`src/rtl/seq_shl_if.sv`:
```
// Handshake and data bus of the multi-cycle left shifter seq_shl.
// The scheduler drives through the master side; the shifter sits on the slave side.
// Build macro SEQ_SHL_OVF_EN adds the overflow flag to the bus.
interface seq_shl_if #(
    parameter int DATAWIDTH = 16
);
    logic                 start;
    logic [DATAWIDTH-1:0] a;
    logic [DATAWIDTH-1:0] sh_amt;
    logic [DATAWIDTH-1:0] d;
    logic                 busy;
    logic                 done;
`ifdef SEQ_SHL_OVF_EN
    logic                 ovf;

    modport master (output start, a, sh_amt, input d, busy, done, ovf);
    modport slave  (input start, a, sh_amt, output d, busy, done, ovf);
`else
    modport master (output start, a, sh_amt, input d, busy, done);
    modport slave  (input start, a, sh_amt, output d, busy, done);
`endif
endinterface

```
`src/rtl/seq_shl.sv`:
```
// seq_shl: multi-cycle logical left shifter, at most STEP bits per clock,
// controlled by a start/busy/done handshake.
// Optional build macro SEQ_SHL_OVF_EN: adds the 'ovf' output, the OR of all
// bits shifted out past the MSB during an operation.
module seq_shl #(
    parameter int DATAWIDTH = 16,
    parameter int STEP      = 1
) (
    input  logic      Clk,
    input  logic      Rst,
    seq_shl_if.slave  bus
);

    // rem must be able to hold DATAWIDTH itself, the clamped maximum amount
    localparam int RW = $clog2(DATAWIDTH + 1);

    typedef enum logic [1:0] {
        IDLE  = 2'd0,
        SHIFT = 2'd1,
        DONE  = 2'd2
    } state_t;

    state_t               state;
    state_t               state_next;
    logic [DATAWIDTH-1:0] acc;
    logic [RW-1:0]        rem;
    logic [RW-1:0]        amt_clamped;
    logic [RW-1:0]        k;
    logic [RW-1:0]        rem_next;
    logic [DATAWIDTH-1:0] acc_shifted;
    logic                 accept;
    logic                 finish;

`ifdef SEQ_SHL_OVF_EN
    logic [DATAWIDTH+STEP-1:0] wide;
    logic                      out_bits;
    logic                      ovf_acc;
`endif

    // Clamp the requested amount so large values never wrap around
    always_comb begin
        amt_clamped = bus.sh_amt[RW-1:0];
        if (bus.sh_amt >= DATAWIDTH'(DATAWIDTH))
            amt_clamped = RW'(DATAWIDTH);
    end

    // Per-cycle shift step: k = min(rem, STEP), plus the shifted working value
    always_comb begin
        k = (rem < RW'(STEP)) ? rem : RW'(STEP);
        rem_next = rem - k;
`ifdef SEQ_SHL_OVF_EN
        wide        = {{STEP{1'b0}}, acc} << k;
        acc_shifted = wide[DATAWIDTH-1:0];
        out_bits    = |wide[DATAWIDTH+STEP-1:DATAWIDTH];
`else
        acc_shifted = acc << k;
`endif
    end

    // State register
    always_ff @(posedge Clk or negedge Rst) begin
        if (!Rst)
            state <= IDLE;
        else
            state <= state_next;
    end

    // Next-state decode; start is only honoured in IDLE or DONE
    always_comb begin
        state_next = state;
        accept     = 1'b0;
        finish     = 1'b0;
        case (state)
            IDLE, DONE: begin
                if (bus.start) begin
                    accept     = 1'b1;
                    state_next = (amt_clamped == '0) ? DONE : SHIFT;
                end else begin
                    state_next = IDLE;
                end
            end
            SHIFT: begin
                if (rem_next == '0) begin
                    finish     = 1'b1;
                    state_next = DONE;
                end
            end
            default: state_next = IDLE;
        endcase
    end

    // Working registers and result register; d only moves on a result load
    always_ff @(posedge Clk or negedge Rst) begin
        if (!Rst) begin
            acc   <= '0;
            rem   <= '0;
            bus.d <= '0;
        end else if (accept) begin
            acc <= bus.a;
            rem <= amt_clamped;
            if (amt_clamped == '0)
                bus.d <= bus.a;
        end else if (state == SHIFT) begin
            acc <= acc_shifted;
            rem <= rem_next;
            if (finish)
                bus.d <= acc_shifted;
        end
    end

`ifdef SEQ_SHL_OVF_EN
    // Sticky record of bits lost past the MSB, published together with d
    always_ff @(posedge Clk or negedge Rst) begin
        if (!Rst) begin
            ovf_acc <= 1'b0;
            bus.ovf <= 1'b0;
        end else if (accept) begin
            ovf_acc <= 1'b0;
            if (amt_clamped == '0)
                bus.ovf <= 1'b0;
        end else if (state == SHIFT) begin
            ovf_acc <= ovf_acc | out_bits;
            if (finish)
                bus.ovf <= ovf_acc | out_bits;
        end
    end
`endif

    assign bus.busy = (state == SHIFT);
    assign bus.done = (state == DONE);

endmodule

```
`src/flat_wrapper.sv`:
```
// flat-port wrapper written by rule: the top's interface ports become plain ports
module seq_shl_flat 
#(
    parameter int DATAWIDTH = 16,
    parameter int STEP      = 1
)
  (Clk, Rst, bus_start, bus_a, bus_sh_amt, bus_d, bus_busy, bus_done);
  seq_shl_if #(.DATAWIDTH(DATAWIDTH)) bus_i ();
  input  logic Clk;
  input  logic Rst;
  input wire logic [$bits(bus_i.start)-1:0] bus_start;
  input wire logic [$bits(bus_i.a)-1:0] bus_a;
  input wire logic [$bits(bus_i.sh_amt)-1:0] bus_sh_amt;
  output wire logic [$bits(bus_i.d)-1:0] bus_d;
  output wire logic [$bits(bus_i.busy)-1:0] bus_busy;
  output wire logic [$bits(bus_i.done)-1:0] bus_done;
  assign bus_i.start = bus_start;
  assign bus_i.a = bus_a;
  assign bus_i.sh_amt = bus_sh_amt;
  assign bus_d = bus_i.d;
  assign bus_busy = bus_i.busy;
  assign bus_done = bus_i.done;
  seq_shl #(.DATAWIDTH(DATAWIDTH), .STEP(STEP)) u_core (.Clk(Clk), .Rst(Rst), .bus(bus_i));
endmodule
```
`config.mk`:
```
export PLATFORM = sky130hd
export DESIGN_NAME = seq_shl_flat
export DESIGN_NICKNAME = d
export VERILOG_FILES = /design/src/rtl/seq_shl_if.sv /design/src/rtl/seq_shl.sv /design/src/flat_wrapper.sv
export SDC_FILE = /design/constraint.sdc
export NUM_CORES = 1
export LEC_CHECK = 0
export BUFFER_PORTS_ARGS = -buffer_cell sky130_fd_sc_hd__buf_2
export CAP_MARGIN = 20
export CORE_MARGIN = 2
export CORE_UTILIZATION = 40
export DETAILED_ROUTE_END_ITERATION = 10
export PLACE_DENSITY_LB_ADDON = 0.15
export SLEW_MARGIN = 20
export SYNTH_ARGS = -nofsm -noshare
export SYNTH_HDL_FRONTEND = slang
export SYNTH_SLANG_ARGS = --single-unit
export TNS_END_PERCENT = 1
```
`constraint.sdc`:
```
create_clock -name Clk -period 3 [get_ports Clk]
set_input_delay 0.3 -clock Clk [delete_from_list [all_inputs] [get_ports Clk]]
set_output_delay 0.3 -clock Clk [all_outputs]
set_load 0.05 [all_outputs]
```
==> impl_summary.log, run 1 <==
[metrics] last weighted congestion value of the routability-driven placer: 0.826
[metrics] number of remaining DRC errors: 0
[metrics] finished layout cell area: 0.00250 mm2
[metrics] Pre-antenna DRT Iters: 4
[metrics] Area growth syn-to-layout: 20.9%
[metrics] largest net degree at the start of global routing: 40
[metrics] die height: 75.9 um
[metrics] number of placed cells counting well taps: 313
[metrics] library cell occupying the most area in the post-synthesis netlist: sky130_fd_sc_hd__dfrtp_1
[metrics] number of levels the H-tree was split into: 2
[metrics] Worst Hold Class: in -> async
[metrics] CP Data Arrival Time: 2.68 ns
[metrics] longest individual stage delay on the worst path: 0.60 ns
[metrics] predominant post-synthesis flop cell: sky130_fd_sc_hd__dfrtp_1
[metrics] TritonCTS clock tree: built
[metrics] number of enable-type register cells in the synthesized netlist: 0
[metrics] start of the worst register-to-register path: u_core.rem[1]
[metrics] Post-CTS Resized: 0
[metrics] upper clock frequency limit: 0.402 GHz
[metrics] number of unique standard cell types used by synthesis: 32
[metrics] proportion of synthesized flip-flops having asynchronous set or reset: 1.00
[metrics] overall die width: 75.9 um
[metrics] Post-Synthesis Net Count: 236
[metrics] HPWL reported at the end of detailed placement: 3.22 mm
[metrics] final period utilization: 0.830
[metrics] required time of the critical path: 3.19 ns
[metrics] critical path endpoint: u_core.bus.d[10]
[metrics] routed wirelength normalized by instance count: 15.8 um
[metrics] die area: 0.00576 mm2
[metrics] R2R Setup Slk: 0.51 ns
[metrics] placed instance area: 0.00238 mm2
[metrics] Setup Skew: 0.00516 ns
[metrics] Critical Path End Type: register
[metrics] wire length after detailed routing: 5.08 mm
[metrics] number of cells in the finished layout apart from fillers: 321
[metrics] sort of element at the start of the critical path: register
[metrics] pwr dens: 1310 mW/mm2
[metrics] Longest Clk Path Bufs: 2
[metrics] Setup-failing EPs final: 0
[metrics] CP max FO: 17
[metrics] fraction of layout cells with a size suffix above 1: 0.382
[metrics] max_slew headroom: 0.403
[metrics] Filler Cells Inserted: 481
[metrics] endpoints failing hold: 0
[metrics] detailed-route vias per instance: 5.43
[metrics] Top Ports: 53
[metrics] result of the run: finished clean
[metrics] max-cap check violation count: 0
[metrics] number of hold buffers added after CTS: 0
[metrics] transition time at the pin with the least slew margin: 0.895 ns
[metrics] clock network latency to the later pin of the worst-skew pair: 0.30 ns
[metrics] starting utilization of the core area: 0.410
[metrics] wire length of the first global-routing pass: 8.06 mm
[metrics] crit-path cells: nor2_1 -> a21o_1 -> ha_1 -> o21ai_0 -> o2111ai_2 -> o22ai_4 -> mux2_2
[metrics] number of synthesis warnings: 0
[metrics] area fraction of the dominant cell type after synthesis: 0.472
[metrics] placement row count: 26
[metrics] routed vias: 1,744
[metrics] count of buffers inserted at the top-level ports: 52
[metrics] GRT overflow: 0
[metrics] Core ar.: 0.00504 mm2
[metrics] largest vdd supply drop: 0.558 mV
[metrics] synthesized instance count: 199
[metrics] number of antenna violations at the first check in global routing: 0
[metrics] Overall Global Routing Usage: 0.189
[metrics] diode insertion count for antenna repair: 0
[metrics] via count of the first global-routing pass: 1,668
[metrics] final number of max-transition violations: 0
[metrics] worst reg2reg endpoint: u_core.bus.d[10]
[metrics] post-route setup TNS: 0 ns
[metrics] number of buffers added by the clock tree synthesis step: 5
[metrics] netlist area before placement: 0.00207 mm2
[metrics] number of sinks handled by clock tree synthesis: 39
[metrics] worst slack on hold paths: 0.126 ns
[metrics] cell depth of the worst flop-to-flop path: 7
[metrics] Worst Setup Path Type: reg -> reg
[metrics] top cells by area in the synthesized netlist: sky130_fd_sc_hd__dfrtp_1, sky130_fd_sc_hd__mux2_2, sky130_fd_sc_hd__a31oi_1
[metrics] root cell of the clock tree: sky130_fd_sc_hd__clkbuf_8
[metrics] count of antenna-violating nets left after detailed routing: 0
[metrics] sequential-to-total area share from yosys stat: 0.472
[metrics] Iter 0 DRT Violations: 120
[metrics] leakage power summed over all cells: 1.08 nW
[metrics] setup repair after global routing missed its margin: no
[metrics] Crit. Startpoint: u_core.rem[1]
[metrics] number of register bits inferred by synthesis: 39
[metrics] Final Util: 0.496
[metrics] clock transition at the registers of the reported paths: 0.08 ns
[metrics] Avg Synthesized Cell Area: 10.4 um2
[metrics] Final Net Count: 287
[metrics] Setup Buffers After CTS: 0
[metrics] Critical Path Slowest Stage Cell: sky130_fd_sc_hd__o22ai_4
[metrics] minimum clock period: 2.49 ns
## layout make-up
type	instances	area (um2)	area share
clock buffers	6	82.6	0.0330
clock inverters	2	35.0	0.0140
inverters	4	15.0	0.00601
multi-input cells	144	1010	0.405
flip-flops and latches	39	976	0.391
well taps	70	87.6	0.0351
repair buffers	56	290	0.116
## cell usage after synthesis (all sizes together), types with 2 or more instances
library cell and n:
dfrtp 39, mux2 31, nor2 23, o21ai 19
a21oi 17, a31oi 16, buf 6, clkbuf 6
nand2 6, nor4 5, inv 4, nand4 3
nor2b 3, o211ai 3, a21o 2, ha 2
nand2b 2, nand3 2, or3 2
## stage by stage
stage / setup slack, ns / power, mW
after global routing: 0.325 / 3.50
after CTS: 0.477 / 3.29
after floorplan: 0.438 / 2.41
after global placement: 0.537 / 2.81
after detailed placement: 0.490 / 2.82
final: 0.510 / 3.27
## worst min path at each step
stage	startpoint	endpoint	slack, ns
after CTS	Rst	u_core.bus.d[10]	0.16
after global routing	Rst	u_core.bus.d[1]	0.20
after floorplan	Rst	u_core.acc[0]	0.004
final	Rst	u_core.rem[4]	0.13
after global placement	u_core.bus.d[5]	u_core.bus.d[5]	0.47
after detailed placement	u_core.bus.d[5]	u_core.bus.d[5]	0.47
## critical path: cells and delay by family (launching register included)
kind / cells / cell delay [ns]
simple gates: 1 / 0.09
fa+ha+maj: 1 / 0.21
flops: 1 / 0.49
compound gates: 4 / 1.18
mux: 1 / 0.41
## logic make-up after synthesis
logic type                 Yosys count  share of synthesized area
adders and majority gates            2                     0.0121
buffers and inverters               16                     0.0381
muxes                               31                      0.178
DFF                                 39                      0.472
AOI/OAI and AO/OA                   61                      0.179
and+or+nand+nor                     50                      0.120
## layer usage
metal	part of all wire	GRT usage	vias up	wire, um
li1	-	-	834	-
met1	0.48	0.253	856	2460
met2	0.45	0.285	43	2290
met3	0.049	0.0503	11	247
met4	0.018	0.0897	0	89
met5	0	0	-	0
## flip-flops by register name, summed over array words and instances (netlist names)
signal and flops:
u_core.acc 16, u_core.bus.d 16, u_core.rem 5, u_core.state 2
## cells in the final DEF, fill, tap and decap left out, types with 4 or more instances in the layout
| cell type | synthesis | layout |
|---|---|---|
| sky130_fd_sc_hd__buf_2 | 3 | 52 |
| sky130_fd_sc_hd__dfrtp_1 | 39 | 39 |
| sky130_fd_sc_hd__nor2_1 | 23 | 23 |
| sky130_fd_sc_hd__mux2_2 | 22 | 22 |
| sky130_fd_sc_hd__a21oi_1 | 17 | 17 |
| sky130_fd_sc_hd__o21ai_0 | 16 | 16 |
| sky130_fd_sc_hd__a31oi_1 | 16 | 16 |
| sky130_fd_sc_hd__nand2_1 | 6 | 6 |
| sky130_fd_sc_hd__clkbuf_8 | 0 | 6 |
| sky130_fd_sc_hd__nor4_1 | 5 | 5 |
| sky130_fd_sc_hd__mux2_4 | 5 | 5 |
| sky130_fd_sc_hd__inv_1 | 4 | 4 |
| sky130_fd_sc_hd__mux2_1 | 4 | 4 |
| sky130_fd_sc_hd__buf_4 | 0 | 4 |
## report_power, final
part	internal (mW)	switching, mW
Sequential	0.794	0.181
Combinational	0.692	1.14
Clock	0.269	0.197
Total	1.76	1.52
(Power assumes the default switching activity.)
==> inputs of run 2 (changes only) <==
--- a/config.mk
+++ b/config.mk
@@ -5,6 +5,7 @@
 export SDC_FILE = /design/constraint.sdc
 export NUM_CORES = 1
 export LEC_CHECK = 0
+export ABC_AREA = 1
 export BUFFER_PORTS_ARGS = -buffer_cell sky130_fd_sc_hd__buf_2
 export CAP_MARGIN = 20
 export CORE_MARGIN = 2
==> constraint.sdc (replaced) <==
create_clock -name Clk -period 2.4 [get_ports Clk]
set_input_delay 0.24 -clock Clk [delete_from_list [all_inputs] [get_ports Clk]]
set_output_delay 0.24 -clock Clk [all_outputs]
set_load 0.05 [all_outputs]
==> run 2 against run 1 <==
Net effect: global-route usage rose by 0.57 points; critical endpoint is now u_core.bus.d[5]; first-iteration DRC count grew 19%; count of clock-buffer cells in the layout fell by 1; wire length grew 11%; power increased by 20%; largest power group unchanged; worst hold slack got worse by 0.074 ns; cell count grew 34%; clock power shrank 4%; synthesized cell count rose by 54%; via count is 24% higher.
==> impl_summary.log, run 2 <==
[metrics] number of cells in the finished layout apart from fillers: 431 (+34%)
[metrics] Critical Path End Type: register
[metrics] commonest non-fill, non-tap cell in the layout: sky130_fd_sc_hd__nand2_1
[metrics] top cells by count, synth: sky130_fd_sc_hd__nand2_1, sky130_fd_sc_hd__nand3_1, sky130_fd_sc_hd__dfrtp_1, sky130_fd_sc_hd__inv_1, sky130_fd_sc_hd__o21ai_0
[metrics] TritonCTS clock tree: built
[metrics] sort of element at the start of the critical path: register
[metrics] Setup Buffers After CTS: 0 (unchanged)
[metrics] Final Net Count: 395 (+38%)
[metrics] upper clock frequency limit: 0.484 GHz (+20%)
[metrics] most frequent cells in the layout: sky130_fd_sc_hd__nand2_1, sky130_fd_sc_hd__buf_2, sky130_fd_sc_hd__nand3_1
[metrics] number of enable-type register cells in the synthesized netlist: 0 (unchanged)
[metrics] wire length of the first global-routing pass: 9.58 mm (+19%)
[metrics] top cells by area in the synthesized netlist: sky130_fd_sc_hd__dfrtp_1, sky130_fd_sc_hd__nand2_1, sky130_fd_sc_hd__nand3_1
[metrics] leakage power summed over all cells: 1.40 nW (+30%)
[metrics] starting utilization of the core area: 0.409 (-0.00136)
[metrics] pwr dens: 1490 mW/mm2 (+14%)
[metrics] endpoints failing hold: 0 (unchanged)
[metrics] largest registers: u_core.acc (16), u_core.bus.d (16), u_core.rem (5)
[metrics] Post-CTS Resized: 0 (unchanged)
[metrics] proportion of synthesized flip-flops having asynchronous set or reset: 1.00 (unchanged)
[metrics] Final Util: 0.487 (-0.00826)
[metrics] sequential-to-total area share from yosys stat: 0.442 (-0.0302)
[metrics] Overall Global Routing Usage: 0.195 (+0.00569)
[metrics] number of register bits inferred by synthesis: 39 (unchanged)
[metrics] max-cap check violation count: 0 (unchanged)
[metrics] Longest Clk Path Bufs: 2 (unchanged)
[metrics] Core ar.: 0.00541 mm2 (+7.2%)
[metrics] root cell of the clock tree: sky130_fd_sc_hd__clkbuf_8
[metrics] overall die width: 78.3 um (+3.2%)
[metrics] last weighted congestion value of the routability-driven placer: 0.866 (+4.9%)
[metrics] library cell occupying the most area in the post-synthesis netlist: sky130_fd_sc_hd__dfrtp_1
[metrics] fraction of layout cells with a size suffix above 1: 0.212 (-0.171)
[metrics] diode insertion count for antenna repair: 0 (unchanged)
[metrics] Setup-failing EPs final: 0 (unchanged)
[metrics] minimum clock period: 2.07 ns (-0.424 ns)
[metrics] Setup Skew: 0.00826 ns (+0.00310 ns)
[metrics] routed wirelength normalized by instance count: 13.1 um (-17%)
[metrics] transition time at the pin with the least slew margin: 0.868 ns (-0.0268 ns)
[metrics] die area: 0.00613 mm2 (+6.5%)
[metrics] GRT overflow: 0 (unchanged)
[metrics] largest net degree at the start of global routing: 40 (unchanged)
[metrics] post-route setup TNS: 0 ns (unchanged)
[metrics] Top Ports: 53 (unchanged)
[metrics] number of sinks handled by clock tree synthesis: 39 (unchanged)
[metrics] global routing usage on met3: 0.0402 (-0.0100)
[metrics] CP max FO: 17 (unchanged)
[metrics] Iter 0 DRT Violations: 143 (+19%)
[metrics] count of antenna-violating nets left after detailed routing: 0 (unchanged)
[metrics] predominant post-synthesis flop cell: sky130_fd_sc_hd__dfrtp_1
[metrics] Post-Synthesis Net Count: 343 (+45%)
[metrics] HPWL reported at the end of detailed placement: 3.85 mm (+20%)
[metrics] number of levels the H-tree was split into: 2 (unchanged)
[metrics] number of remaining DRC errors: 0 (unchanged)
[metrics] result of the run: finished clean
[metrics] finished layout cell area: 0.00263 mm2 (+5.4%)
[metrics] number of antenna violations at the first check in global routing: 0 (unchanged)
[metrics] final number of max-transition violations: 0 (unchanged)
[metrics] Worst Setup Path Type: reg -> reg
[metrics] placed instance area: 0.00254 mm2 (+6.9%)
[metrics] Pre-antenna DRT Iters: 4 (unchanged)
[metrics] via count of the first global-routing pass: 2,065 (+24%)
[metrics] clock network latency to the later pin of the worst-skew pair: 0.30 ns (about the same)
[metrics] max_slew headroom: 0.421 (+0.0179)
[metrics] number of placed cells counting well taps: 423 (+35%)
[metrics] detailed-route vias per instance: 5.03 (-7.5%)
[metrics] largest vdd supply drop: 0.532 mV (-4.6%)
[metrics] highest-utilization routing layer at the global route stage: met2
[metrics] netlist area before placement: 0.00221 mm2 (+6.8%)
[metrics] routed vias: 2,167 (+24%)
[metrics] setup repair after global routing missed its margin: no
[metrics] number of synthesis warnings: 0 (unchanged)
[metrics] Avg Synthesized Cell Area: 7.22 um2 (-31%)
[metrics] Worst Hold Class: in -> async
[metrics] number of unique standard cell types used by synthesis: 27 (-16%)
[metrics] placement row count: 27 (+3.8%)
[metrics] count of buffers inserted at the top-level ports: 52 (unchanged)
[metrics] synthesized instance count: 306 (+54%)
[metrics] area fraction of the dominant cell type after synthesis: 0.442 (-0.0302)
[metrics] most repeated cell in the gate-level netlist after synthesis: sky130_fd_sc_hd__nand2_1
[metrics] met1 track utilization from global routing: 0.265 (+0.0127)
[metrics] required time of the critical path: 2.59 ns (-0.60 ns)
[metrics] CP Data Arrival Time: 2.25 ns (-0.43 ns)
[metrics] Filler Cells Inserted: 569 (+18%)
[metrics] clock transition at the registers of the reported paths: 0.08 ns (about the same)
[metrics] final period utilization: 0.861 (+0.0310)
[metrics] number of buffers added by the clock tree synthesis step: 5 (unchanged)
[metrics] met2 track demand over resource in global routing: 0.311 (+0.0258)
[metrics] wire length after detailed routing: 5.66 mm (+11%)
[metrics] Area growth syn-to-layout: 19.3%
[metrics] die height: 78.3 um (+3.2%)
[metrics] number of hold buffers added after CTS: 0 (unchanged)
[run 2: changes by cell type after synthesis, sizes merged, moves of 5 or more]
cell   delta
a21oi    -15
a31oi    -15
inv      +26
mux2     -31
nand2    +98
nand3    +51
nand4    +15
nor2      -7
nor4      -5
[run 2: worst paths after layout]
kind	to	from	slack, ns	depth (start not counted)
max reg2reg	u_core.bus.d[5]	u_core.rem[2]	0.33	10
min reg2reg	u_core.bus.d[10]	u_core.bus.d[10]	0.51	2
min in group Clk	u_core.rem[2]	bus_sh_amt[2]	0.21	3
min	u_core.rem[3]	Rst	0.05	1
max in group asynchronous	u_core.acc[4]	Rst	1.80	1
max	u_core.bus.d[5]	u_core.rem[2]	0.33	10
[run 2: layout make-up]
cell class,count,area (um2),share of cell area
timing repair buffer,60,320,0.122
clock buffer,5,68.8,0.0261
sequential,39,976,0.371
multi-input combinational,221,1040,0.396
inverter,31,116,0.0442
tap,72,90.1,0.0342
clock inverter,3,20.0,0.00760
[run 2: through the flow]
stage	worst slack (ns)	total power, mW	hold WS [ns]
CTS	0.334	3.95	0.0932
floorplan	0.195	2.94	-0.0556
global route	0.115	4.29	0.132
detailed placement	0.350	3.49	0.419
global placement	0.398	3.48	0.422
finish	0.334	3.93	0.0515
[run 2: logic make-up (layout without fill, tap and decap cells)]
family / Yosys count / in the layout / share of synthesized area
adder cells (fa/ha/maj): 2 / 2 / 0.0113
flip-flops: 39 / 39 / 0.442
AND/OR/NAND/NOR: 193 / 193 / 0.395
buffers and inverters: 46 / 99 / 0.0861
AO/OA/AOI/OAI: 26 / 26 / 0.0652
[run 2: power by group]
part           switching [mW]  internal [mW]  total [mW]
Sequential              0.152          0.967        1.12
Clock                   0.247          0.202       0.449
Combinational            1.71          0.653        2.36
[run 2: worst max-delay path: stages (launching register included)]
cell and delay [ns]:
sky130_fd_sc_hd__dfrtp_1 0.45, sky130_fd_sc_hd__nor2_4 0.04, sky130_fd_sc_hd__nand2_1 0.06, sky130_fd_sc_hd__nand2_1 0.09, sky130_fd_sc_hd__ha_1 0.20, sky130_fd_sc_hd__o21ai_0 0.22
sky130_fd_sc_hd__nand3_1 0.10, sky130_fd_sc_hd__nor2_1 0.18, sky130_fd_sc_hd__nand3_2 0.36, sky130_fd_sc_hd__nand3_1 0.18, sky130_fd_sc_hd__nand2_1 0.07
[run 2: metal layers]
layer  vias to the layer above  part of all wire
li1                       1105                 -
met1                      1002              0.47
met2                        55              0.47
met3                         5             0.046
met4                         0             0.010
met5                         -                 0
